**config.mk**
```make
export PLATFORM = sky130hd
export DESIGN_NAME = cap_mem_sched_flat
export DESIGN_NICKNAME = d
export VERILOG_FILES = /design/src/rtl/cap_mem_pkg.sv /design/src/rtl/cap_mem_sched_if.sv /design/src/rtl/rr_arb2.sv /design/src/rtl/cap_mem_sched.sv /design/src/flat_wrapper.sv
export SDC_FILE = /design/constraint.sdc
export NUM_CORES = 1
export LEC_CHECK = 0
export CELL_PAD_IN_SITES_DETAIL_PLACEMENT = 1
export CELL_PAD_IN_SITES_GLOBAL_PLACEMENT = 2
export CORE_AREA = 2 2 377 379
export DETAILED_ROUTE_END_ITERATION = 10
export DIE_AREA = 0 0 379 381
export PLACE_DENSITY_LB_ADDON = 0.1
export SLEW_MARGIN = 0
export SYNTH_ARGS = -nofsm -noshare
export SYNTH_HDL_FRONTEND = slang
export SYNTH_HIERARCHICAL = 1
export SYNTH_SLANG_ARGS = --single-unit
```
**constraint.sdc**
```tcl
create_clock -name clk -period 21.5 [get_ports clk]
set_clock_uncertainty 0.2 [all_clocks]
set_input_delay 4.3 -clock clk [delete_from_list [all_inputs] [get_ports clk]]
set_output_delay 4.3 -clock clk [all_outputs]
set_load 0.005 [all_outputs]
```
**src/rtl/cap_mem_pkg.sv**
```systemverilog
// Shared widths, wait-state defaults, FSM encoding and request payload for the
// capability data memory scheduler.
package cap_mem_pkg;

    localparam int unsigned CAP_W         = 129;
    localparam int unsigned ADDR_W        = 32;
    localparam int unsigned WAIT_W        = 4;
    localparam int unsigned WAIT_BASE_DEF = 4;
    localparam int unsigned WAIT_COMP_DEF = 3;
    localparam int unsigned PERF_W        = 32;

    typedef enum logic [1:0] {
        IDLE   = 2'd0,
        ACCESS = 2'd1,
        WAIT   = 2'd2
    } state_e;

    typedef struct packed {
        logic              we;
        logic [ADDR_W-1:0] addr;
        logic [CAP_W-1:0]  wdata;
    } mem_req_t;

endpackage

```
**src/rtl/cap_mem_sched_if.sv**
```systemverilog
// Two requester ports plus the memory-side bus of the capability memory scheduler.
interface cap_mem_sched_if;
    import cap_mem_pkg::*;

    logic              req0_valid;
    logic              req0_ready;
    logic              req0_we;
    logic [ADDR_W-1:0] req0_addr;
    logic [CAP_W-1:0]  req0_wdata;
    logic              rsp0_valid;
    logic [CAP_W-1:0]  rsp0_rdata;

    logic              req1_valid;
    logic              req1_ready;
    logic              req1_we;
    logic [ADDR_W-1:0] req1_addr;
    logic [CAP_W-1:0]  req1_wdata;
    logic              rsp1_valid;
    logic [CAP_W-1:0]  rsp1_rdata;

    logic              mem_read;
    logic              mem_write;
    logic [ADDR_W-1:0] mem_addr;
    logic [CAP_W-1:0]  mem_wdata;
    logic [CAP_W-1:0]  mem_rdata;

    modport slave (
        input  req0_valid, req0_we, req0_addr, req0_wdata,
        input  req1_valid, req1_we, req1_addr, req1_wdata,
        output req0_ready, rsp0_valid, rsp0_rdata,
        output req1_ready, rsp1_valid, rsp1_rdata,
        output mem_read, mem_write, mem_addr, mem_wdata,
        input  mem_rdata
    );

    modport master (
        output req0_valid, req0_we, req0_addr, req0_wdata,
        output req1_valid, req1_we, req1_addr, req1_wdata,
        input  req0_ready, rsp0_valid, rsp0_rdata,
        input  req1_ready, rsp1_valid, rsp1_rdata,
        input  mem_read, mem_write, mem_addr, mem_wdata,
        output mem_rdata
    );

endinterface

```
**src/rtl/rr_arb2.sv**
```systemverilog
// Two-input round-robin arbiter: on conflict the port not granted last wins.
module rr_arb2 (
    input  logic       clk,
    input  logic       rst,
    input  logic [1:0] req,
    input  logic       advance,
    output logic [1:0] grant
);

    logic prio;

    always_comb begin
        grant = 2'b00;
        case (req)
            2'b01:   grant = 2'b01;
            2'b10:   grant = 2'b10;
            2'b11:   grant = prio ? 2'b10 : 2'b01;
            default: grant = 2'b00;
        endcase
    end

    // Favour the other port after every accepted grant.
    always_ff @(posedge clk or posedge rst) begin
        if (rst) begin
            prio <= 1'b0;
        end else if (advance) begin
            prio <= ~grant[1];
        end
    end

endmodule

```
**src/rtl/cap_mem_sched.sv**
```systemverilog
// Shares the 129-bit capability data memory between two requesters: one strobe
// cycle then a wait-state countdown. Optional perf counters: CAP_MEM_SCHED_PERF_EN.
module cap_mem_sched
    import cap_mem_pkg::*;
#(
    parameter int unsigned WAIT_BASE = WAIT_BASE_DEF,
    parameter int unsigned WAIT_COMP = WAIT_COMP_DEF
) (
    input  logic              clk,
    input  logic              rst,
    input  logic              enable_comp,
    cap_mem_sched_if.slave    bus,
    output logic [PERF_W-1:0] busy_cycles,
    output logic [PERF_W-1:0] grant_cnt0,
    output logic [PERF_W-1:0] grant_cnt1
);

    state_e            state;
    logic [WAIT_W-1:0] wait_cnt;
    logic [WAIT_W-1:0] wait_load;
    mem_req_t          lat;
    mem_req_t          acc_req;
    logic              port_q;
    logic [1:0]        rsp_v_q;
    logic [CAP_W-1:0]  hold0_q;
    logic [CAP_W-1:0]  hold1_q;
    logic [CAP_W-1:0]  rsp_data;
    logic              mem_read_q;
    logic              mem_write_q;
    logic [1:0]        req_v;
    logic [1:0]        grant;
    logic              idle;
    logic              accept;

    assign req_v  = {bus.req1_valid, bus.req0_valid};
    assign idle   = ~rst & (state == IDLE);
    assign accept = idle & |(req_v & grant);

    assign bus.req0_ready = idle & grant[0];
    assign bus.req1_ready = idle & grant[1];

    rr_arb2 u_arb (
        .clk     (clk),
        .rst     (rst),
        .req     (req_v),
        .advance (accept),
        .grant   (grant)
    );

    // Payload of the port being granted this cycle.
    always_comb begin
        acc_req.we    = bus.req0_we;
        acc_req.addr  = bus.req0_addr;
        acc_req.wdata = bus.req0_wdata;
        if (grant[1]) begin
            acc_req.we    = bus.req1_we;
            acc_req.addr  = bus.req1_addr;
            acc_req.wdata = bus.req1_wdata;
        end
    end

    assign wait_load = enable_comp ? WAIT_W'(WAIT_COMP) : WAIT_W'(WAIT_BASE);
    assign rsp_data  = lat.we ? '0 : bus.mem_rdata;

    // rsp_valid is raised one edge early so it lands on the wait_cnt==0 cycle.
    always_ff @(posedge clk or posedge rst) begin
        if (rst) begin
            state       <= IDLE;
            wait_cnt    <= '0;
            lat         <= '0;
            port_q      <= 1'b0;
            rsp_v_q     <= '0;
            hold0_q     <= '0;
            hold1_q     <= '0;
            mem_read_q  <= 1'b0;
            mem_write_q <= 1'b0;
        end else begin
            mem_read_q  <= 1'b0;
            mem_write_q <= 1'b0;
            rsp_v_q     <= '0;
            if (rsp_v_q[0]) hold0_q <= rsp_data;
            if (rsp_v_q[1]) hold1_q <= rsp_data;
            case (state)
                IDLE: begin
                    if (accept) begin
                        lat         <= acc_req;
                        port_q      <= grant[1];
                        wait_cnt    <= wait_load;
                        mem_read_q  <= ~acc_req.we;
                        mem_write_q <= acc_req.we;
                        state       <= ACCESS;
                    end
                end
                ACCESS: begin
                    state <= WAIT;
                    if (wait_cnt == '0) rsp_v_q[port_q] <= 1'b1;
                end
                WAIT: begin
                    if (wait_cnt == '0) begin
                        state <= IDLE;
                    end else begin
                        wait_cnt <= wait_cnt - WAIT_W'(1);
                        if (wait_cnt == WAIT_W'(1)) rsp_v_q[port_q] <= 1'b1;
                    end
                end
                default: state <= IDLE;
            endcase
        end
    end

    assign bus.mem_read   = mem_read_q;
    assign bus.mem_write  = mem_write_q;
    assign bus.mem_addr   = lat.addr;
    assign bus.mem_wdata  = lat.wdata;
    assign bus.rsp0_valid = rsp_v_q[0];
    assign bus.rsp1_valid = rsp_v_q[1];
    assign bus.rsp0_rdata = rsp_v_q[0] ? rsp_data : hold0_q;
    assign bus.rsp1_rdata = rsp_v_q[1] ? rsp_data : hold1_q;

`ifdef CAP_MEM_SCHED_PERF_EN
    logic [PERF_W-1:0] busy_q;
    logic [PERF_W-1:0] gcnt0_q;
    logic [PERF_W-1:0] gcnt1_q;

    // Free-running, wrapping performance counters.
    always_ff @(posedge clk or posedge rst) begin
        if (rst) begin
            busy_q  <= '0;
            gcnt0_q <= '0;
            gcnt1_q <= '0;
        end else begin
            if (state != IDLE)         busy_q  <= busy_q + PERF_W'(1);
            if (accept && !grant[1])   gcnt0_q <= gcnt0_q + PERF_W'(1);
            if (accept && grant[1])    gcnt1_q <= gcnt1_q + PERF_W'(1);
        end
    end

    assign busy_cycles = busy_q;
    assign grant_cnt0  = gcnt0_q;
    assign grant_cnt1  = gcnt1_q;
`else
    assign busy_cycles = '0;
    assign grant_cnt0  = '0;
    assign grant_cnt1  = '0;
`endif

endmodule

```
**src/flat_wrapper.sv**
```systemverilog
// flat-port wrapper written by rule: the top's interface ports become plain ports
module cap_mem_sched_flat import cap_mem_pkg::*;
#(
    parameter int unsigned WAIT_BASE = WAIT_BASE_DEF,
    parameter int unsigned WAIT_COMP = WAIT_COMP_DEF
)
  (clk, rst, enable_comp, busy_cycles, grant_cnt0, grant_cnt1, bus_req0_valid, bus_req0_we, bus_req0_addr, bus_req0_wdata, bus_req1_valid, bus_req1_we, bus_req1_addr, bus_req1_wdata, bus_req0_ready, bus_rsp0_valid, bus_rsp0_rdata, bus_req1_ready, bus_rsp1_valid, bus_rsp1_rdata, bus_mem_read, bus_mem_write, bus_mem_addr, bus_mem_wdata, bus_mem_rdata);
  cap_mem_sched_if bus_i ();
  input  logic clk;
  input  logic rst;
  input  logic enable_comp;
  output logic [PERF_W-1:0] busy_cycles;
  output logic [PERF_W-1:0] grant_cnt0;
  output logic [PERF_W-1:0] grant_cnt1;
  input wire logic [$bits(bus_i.req0_valid)-1:0] bus_req0_valid;
  input wire logic [$bits(bus_i.req0_we)-1:0] bus_req0_we;
  input wire logic [$bits(bus_i.req0_addr)-1:0] bus_req0_addr;
  input wire logic [$bits(bus_i.req0_wdata)-1:0] bus_req0_wdata;
  input wire logic [$bits(bus_i.req1_valid)-1:0] bus_req1_valid;
  input wire logic [$bits(bus_i.req1_we)-1:0] bus_req1_we;
  input wire logic [$bits(bus_i.req1_addr)-1:0] bus_req1_addr;
  input wire logic [$bits(bus_i.req1_wdata)-1:0] bus_req1_wdata;
  output wire logic [$bits(bus_i.req0_ready)-1:0] bus_req0_ready;
  output wire logic [$bits(bus_i.rsp0_valid)-1:0] bus_rsp0_valid;
  output wire logic [$bits(bus_i.rsp0_rdata)-1:0] bus_rsp0_rdata;
  output wire logic [$bits(bus_i.req1_ready)-1:0] bus_req1_ready;
  output wire logic [$bits(bus_i.rsp1_valid)-1:0] bus_rsp1_valid;
  output wire logic [$bits(bus_i.rsp1_rdata)-1:0] bus_rsp1_rdata;
  output wire logic [$bits(bus_i.mem_read)-1:0] bus_mem_read;
  output wire logic [$bits(bus_i.mem_write)-1:0] bus_mem_write;
  output wire logic [$bits(bus_i.mem_addr)-1:0] bus_mem_addr;
  output wire logic [$bits(bus_i.mem_wdata)-1:0] bus_mem_wdata;
  input wire logic [$bits(bus_i.mem_rdata)-1:0] bus_mem_rdata;
  assign bus_i.req0_valid = bus_req0_valid;
  assign bus_i.req0_we = bus_req0_we;
  assign bus_i.req0_addr = bus_req0_addr;
  assign bus_i.req0_wdata = bus_req0_wdata;
  assign bus_i.req1_valid = bus_req1_valid;
  assign bus_i.req1_we = bus_req1_we;
  assign bus_i.req1_addr = bus_req1_addr;
  assign bus_i.req1_wdata = bus_req1_wdata;
  assign bus_req0_ready = bus_i.req0_ready;
  assign bus_rsp0_valid = bus_i.rsp0_valid;
  assign bus_rsp0_rdata = bus_i.rsp0_rdata;
  assign bus_req1_ready = bus_i.req1_ready;
  assign bus_rsp1_valid = bus_i.rsp1_valid;
  assign bus_rsp1_rdata = bus_i.rsp1_rdata;
  assign bus_mem_read = bus_i.mem_read;
  assign bus_mem_write = bus_i.mem_write;
  assign bus_mem_addr = bus_i.mem_addr;
  assign bus_mem_wdata = bus_i.mem_wdata;
  assign bus_i.mem_rdata = bus_mem_rdata;
  cap_mem_sched #(.WAIT_BASE(WAIT_BASE), .WAIT_COMP(WAIT_COMP)) u_core (.clk(clk), .rst(rst), .enable_comp(enable_comp), .bus(bus_i), .busy_cycles(busy_cycles), .grant_cnt0(grant_cnt0), .grant_cnt1(grant_cnt1));
endmodule
```
After elaboration in Yosys (flattened, before gate mapping)
Index checks and enable logic that the tools add are counted.
Storage, ports and cells
  register bits: 432
Cells by class
  bitwise gates (word level): 8
  $add $sub $neg: 1
  muxes and demuxes: 23
  magnitude comparators: 2
  reduce and logical (&&, ||, !) cells: 8
  eq/ne operators: 9
Operators by type and width (count)
  $mux 129: 3
  $mux 162: 1
  $mux 2: 6
  $pmux 2 s3: 2
  $mux 4: 2
  $pmux 4 s2: 1
  $eq 2x2->1 const B: 3
  $mux 1: 5
  $and 1x1->1: 4
  $eq 2x1->1 const B: 2
  $eq 4x1->1 const B: 1
  $logic_not 4->1: 1
  $ne 2x1->1 const B: 2
  $pmux 2 s2: 1
  $reduce_and 2->1: 2
  $sub 4x1->4 const B: 1
  $mux 3: 1
  $not 1->1: 3
  $reduce_and 3->1: 1
  $and 2x2->2: 1
  $logic_not 2->1: 1
  $lt 1x2->1 const B: 1
  $ne 2x2->1 const B: 1
  $reduce_bool 2->1: 1
  4 further kinds: 4

Depth between registers and ports, before layout
  word-level depth: 7
  gate-level depth with buffers: 10
  depth with buffers taken out: 7

Hierarchy
Netlist, hierarchy kept.
Modules (own cells, without submodules)
  cap_mem_sched: instances 1, area an instance 20393.3 µm², cells an instance 1719
  rr_arb2: instances 1, area an instance 60.1 µm², cells an instance 7

Worst setup path before layout
OpenSTA, ideal clock, no wires.
  path type: input port to flip-flop
  start point: in rst
  end point: reg u_core.wait_cnt[3]
  library setup time: 0.126 ns
  path slack: 6.636 ns
  buffers on the path: 0
  arrival: 14.538 ns
  required time: 21.174 ns
  stages: 4
  cells stage by stage: inv_1 -> a21bo_2 -> o21ai_0 -> a221o_1
On the way
  cells in the longest elaborated chain, start to end: 5
RTL lines
  start, declared: RTL line flat_wrapper.sv:10  | input logic rst;
  $not 1->1: RTL line cap_mem_sched.sv:36  | assign idle = ~rst & (state == IDLE);
  $and 1x1->1: RTL line cap_mem_sched.sv:36
  $and 1x1->1: RTL line cap_mem_sched.sv:37  | assign accept = idle & |(req_v & grant);
  $ne 2x1->1 (no line)
  $reduce_and 3->1 (no line)
  end signal, assigned: RTL line cap_mem_sched.sv:88  | wait_cnt <= wait_load;
  end signal, assigned: RTL line cap_mem_sched.sv:102  | wait_cnt <= wait_cnt - WAIT_W'(1);
  end, declared: RTL line cap_mem_sched.sv:19  | logic [WAIT_W-1:0] wait_cnt;
No other way between the ends.
A chain may end at the register's enable or synchronous reset.

Final worst setup path
  start point: in bus_req0_valid
  end point: out bus_req1_ready
On the way
  cells in the longest elaborated chain, start to end: 3
  elaborated cells on any way between the ends: 5
  classes of those cells: 3 x eq/ne; 1 x mux; 1 x bitwise
RTL lines
  start, declared: RTL line flat_wrapper.sv:15  | input wire logic [$bits(bus_i.req0_valid)-1:0] bus_req0_valid;
  $eq 2x2->1 / $eq 2x1->1 (equally long branches): RTL line rr_arb2.sv:14  | case (req)
  $pmux 2 s3 *: RTL line rr_arb2.sv:14
  net u_core.grant[1]: RTL line cap_mem_sched.sv:31  | logic [1:0] grant;
  $and 1x1->1 *: RTL line cap_mem_sched.sv:40  | assign bus.req1_ready = idle & grant[1];
  end, declared: RTL line flat_wrapper.sv:26  | output wire logic [$bits(bus_i.req1_ready)-1:0] bus_req1_ready;
The timed path passes the listed nets; every way through them passes the cells marked *.

==> qor.yml <==
synthesis:
  seq_area_frac_synth: 0.529
  yosys_warnings: 6
  synthAdderAreaFrac: 0.00306
  avgSynthCellArea_um2: 11.9
  synth_top_family_by_area: "multiplexers"
  synth_edf_count: 0
  synth_largest_area_cell: "dfrtp_1"
  synthesis.area_mm2: 0.0205
  async_reset_ff_frac: 1.00
  synthSimpleGateAreaFrac: 0.0773
  synth.distinct_cells: 38
  synth-xor-area-share: 0
  yosysTopAreaCellShare: 0.529
  synth_area_leaders: "dfrtp_1 (53%), mux2_2 (14%), buf_4 (9.6%), mux2i_1 (7.9%), nor2b_1 (3.9%)"
  synthMuxAreaShare: 0.222
  synth-main-ff-cell: "dfrtp_1"
  ys_ff_latch: 432
  synth_compound_area_frac: 0.0465
  syn_inst: 1726
sta:
  worst_pin_slew_ns: 1.17
  rsz0062_at_grt: "no"
  drv_slew: 0
  hold_viol: 0
  setup_viol: 0
  fin_setup_tns_ns: 0
  hold-worst-slack_ns: 0.228
  post-route-period-util: 0.503
  slew_headroom: 0.220
  period_minus_slack_ns: 10.82
  fmax_ghz: 0.0924
clocking:
  clk-insertion-delay-late_ns: 0.66
  post_cts.repair.setup_buffers: 0
  root_buffer: "clkbuf_16"
  cts_hold_buf: 0
  cts.sinks: 432
  cts_buffer_depth: 3
  clk_pin_slew_ns: 0.06
  htreeDepth: 2
  cts_buffers: 61
  cts_resized: 0
  cts_tree: "built"
setup_path:
  r2r-end: "u_core/bus.mem_wdata[79]$_DFFE_PP0P_"
  crit_arrival_ns: 6.32
  worstRegToRegCells: 7
  cp_cell_sequence: "clkdlybuf4s50_1, nand2b_1, and2_4, and2_1, clkdlybuf4s50_1"
  startpoint: "bus_req0_valid"
  critPathSlowestCell: "and2_4"
  critPathRequiredTime_ns: 17.00
  cp.depth: 5
  critical_path.max_fanout: 43
  cpLargestDelayFamily: "simple AND/OR/NAND/NOR gates"
  crit_type: "in2out"
  slowest_delay_ns: 0.71
  end_kind: "primary output"
  r2r_start: "u_core/u_arb/prio$_DFFE_PP0P_"
  worst_setup_path_start_kind: "input pin"
  crit_buf_inv: 2
  cp_common_cell: "clkdlybuf4s50_1"
  endpoint: "bus_req1_ready"
  r2r_slack_ns: 17.01
hold_path:
  hold_class: "reg2reg"
cells_and_area:
  drive_gt1_frac: 0.148
  area_growth_pct: 54.5
  nNetsFinal: 2889
  final-seq-area_mm2: 0.0108
  fillers: 15800
  layout_common_cells: "clkdlybuf4s50_1 (882), dfrtp_1 (429), mux2_2 (258)"
  layout.cells.most_common: "clkdlybuf4s50_1"
  post-route-util: 0.225
  fin_cells: 4363
  multi_input_area_mm2: 0.00751
power:
  power.leakage_nw: 13.2
  pwr-share-comb: 0.410
  p_sw_frac: 0.325
  powerDensity_mw_per_mm2: 121
  pwr-share-seq: 0.335
  clkPwrFrac: 0.255
  internal_power_w: 0.00259
  peakVddDrop_mv: 0.0636
  p_sw_w: 0.00124
drt:
  drt_iter0_drc: 368
  vias: 15000
  drcViolationCount: 0
  detail_route.wl_per_cell_um: 21.3
  viasPerCell: 3.43
  dr.pass1.iters: 4
  ant_nets: 0
  drt_wl_total_mm: 93.1
placement:
  port_buffers: 882
  routabilityCongestion: 0.727
  hpwl_mm: 70.6
  post-place-cells: 4253
global_route:
  grt_use_met2: 0.218
  grt_usage: 0.124
  grt_max_degree: 207
  grt_first_pass_wirelength_mm: 129
  grt_antenna_before_repair: 26
  grt_use_met1: 0.133
  grt_most_used_layer: "met2"
  overflow: 0
  gr-usage-met3: 0.0549
  grt_pass1_vias: 16800
floorplanning:
  fp-row-count: 138
  die_w_um: 379
  dieHeight_um: 381
  core_area_mm2: 0.141
  start_util: 0.146
  ios: 979
  die_area_mm2: 0.144
run_status:
  status: "completed"
run:
  drv_cap: 0
-- how the worst min path moves through the flow --
stage	cells past startpoint	slack [ns]	start	end
global placement	1	0.21	u_core/port_q$_DFFE_PP0P_	u_core/rsp_v_q[0]$_DFF_PP0_
CTS	1	0.24	u_core/port_q$_DFFE_PP0P_	u_core/rsp_v_q[0]$_DFF_PP0_
detailed placement	1	0.22	u_core/port_q$_DFFE_PP0P_	u_core/rsp_v_q[0]$_DFF_PP0_
finish	1	0.23	u_core/port_q$_DFFE_PP0P_	u_core/rsp_v_q[0]$_DFF_PP0_
global route	1	0.26	u_core/port_q$_DFFE_PP0P_	u_core/rsp_v_q[0]$_DFF_PP0_
floorplan	1	0.20	u_core/port_q$_DFFE_PP0P_	u_core/rsp_v_q[0]$_DFF_PP0_
-- area by class of cell --
class | instances | area share
clock inverter | 5 | 0.00194
clock buffer | 97 | 0.0576
multi-input combinational | 1024 | 0.238
timing repair buffer | 898 | 0.284
antenna | 8 | 0.000634
inverter | 9 | 0.00131
sequential | 432 | 0.342
tap | 1890 | 0.0748
-- power groups by stage --
stage | registers [W] | logic [W] | clock network [W]
after floorplan | 0.00124 | 0.000771 | 0
final | 0.00128 | 0.00157 | 0.000977
after global placement | 0.00129 | 0.00161 | 0
after global routing | 0.00133 | 0.00172 | 0.00107
after CTS | 0.00129 | 0.00163 | 0.00104
after detailed placement | 0.00130 | 0.00162 | 0
-- Yosys cell counts (2+ instances only) --
| library cell | count |
|---|---|
| a21boi_0 | 2 |
| buf_4 | 261 |
| mux2_2 | 258 |
| clkbuf_1 | 35 |
| nor2_1 | 10 |
| nand2_1 | 167 |
| buf_6 | 13 |
| inv_1 | 9 |
| a2bb2oi_1 | 2 |
| ha_1 | 5 |
| a31oi_1 | 2 |
| nand4b_1 | 2 |
| and2_1 | 3 |
| o32ai_1 | 2 |
| buf_2 | 47 |
| nor2b_1 | 129 |
| o21ai_1 | 8 |
| mux2i_1 | 162 |
| o21ai_0 | 159 |
| dfrtp_1 | 432 |
-- sequential cells by signal, indices dropped and copies added (netlist names) --
signal                count
u_core/bus.mem_addr      32
u_core/rsp_v_q            2
u_core/lat                1
u_core/state              2
u_core/port_q             1
u_core/u_arb/prio         1
u_core/wait_cnt           4
u_core/bus.mem_wdata    129
u_core/bus.mem_write      1
u_core/hold1_q          129
u_core/hold0_q          129
u_core/bus.mem_read       1
-- cell families after synthesis --
group,after synthesis
compound gates,181
fa+ha+maj,5
buf+inv,365
flops,432
mux,421
other cells,1
simple gates,321
-- stage by stage --
stage / cell area, um^2 / setup WS (ns) / power, W
floorplan: 20800 / 4.98 / 0.00202
global placement: 29700 / 10.63 / 0.00290
detailed placement: 29700 / 10.64 / 0.00292
CTS: 31600 / 10.64 / 0.00395
global route: 31600 / 10.58 / 0.00411
finish: 31600 / 10.68 / 0.00383
-- layer usage --
layer,up-vias,routed length [um]
met5,-,219
met4,34,2490
met3,133,9530
met2,631,46200
met1,7323,34700
li1,6831,-
Note: power is estimated with default switching activity, not from simulation.
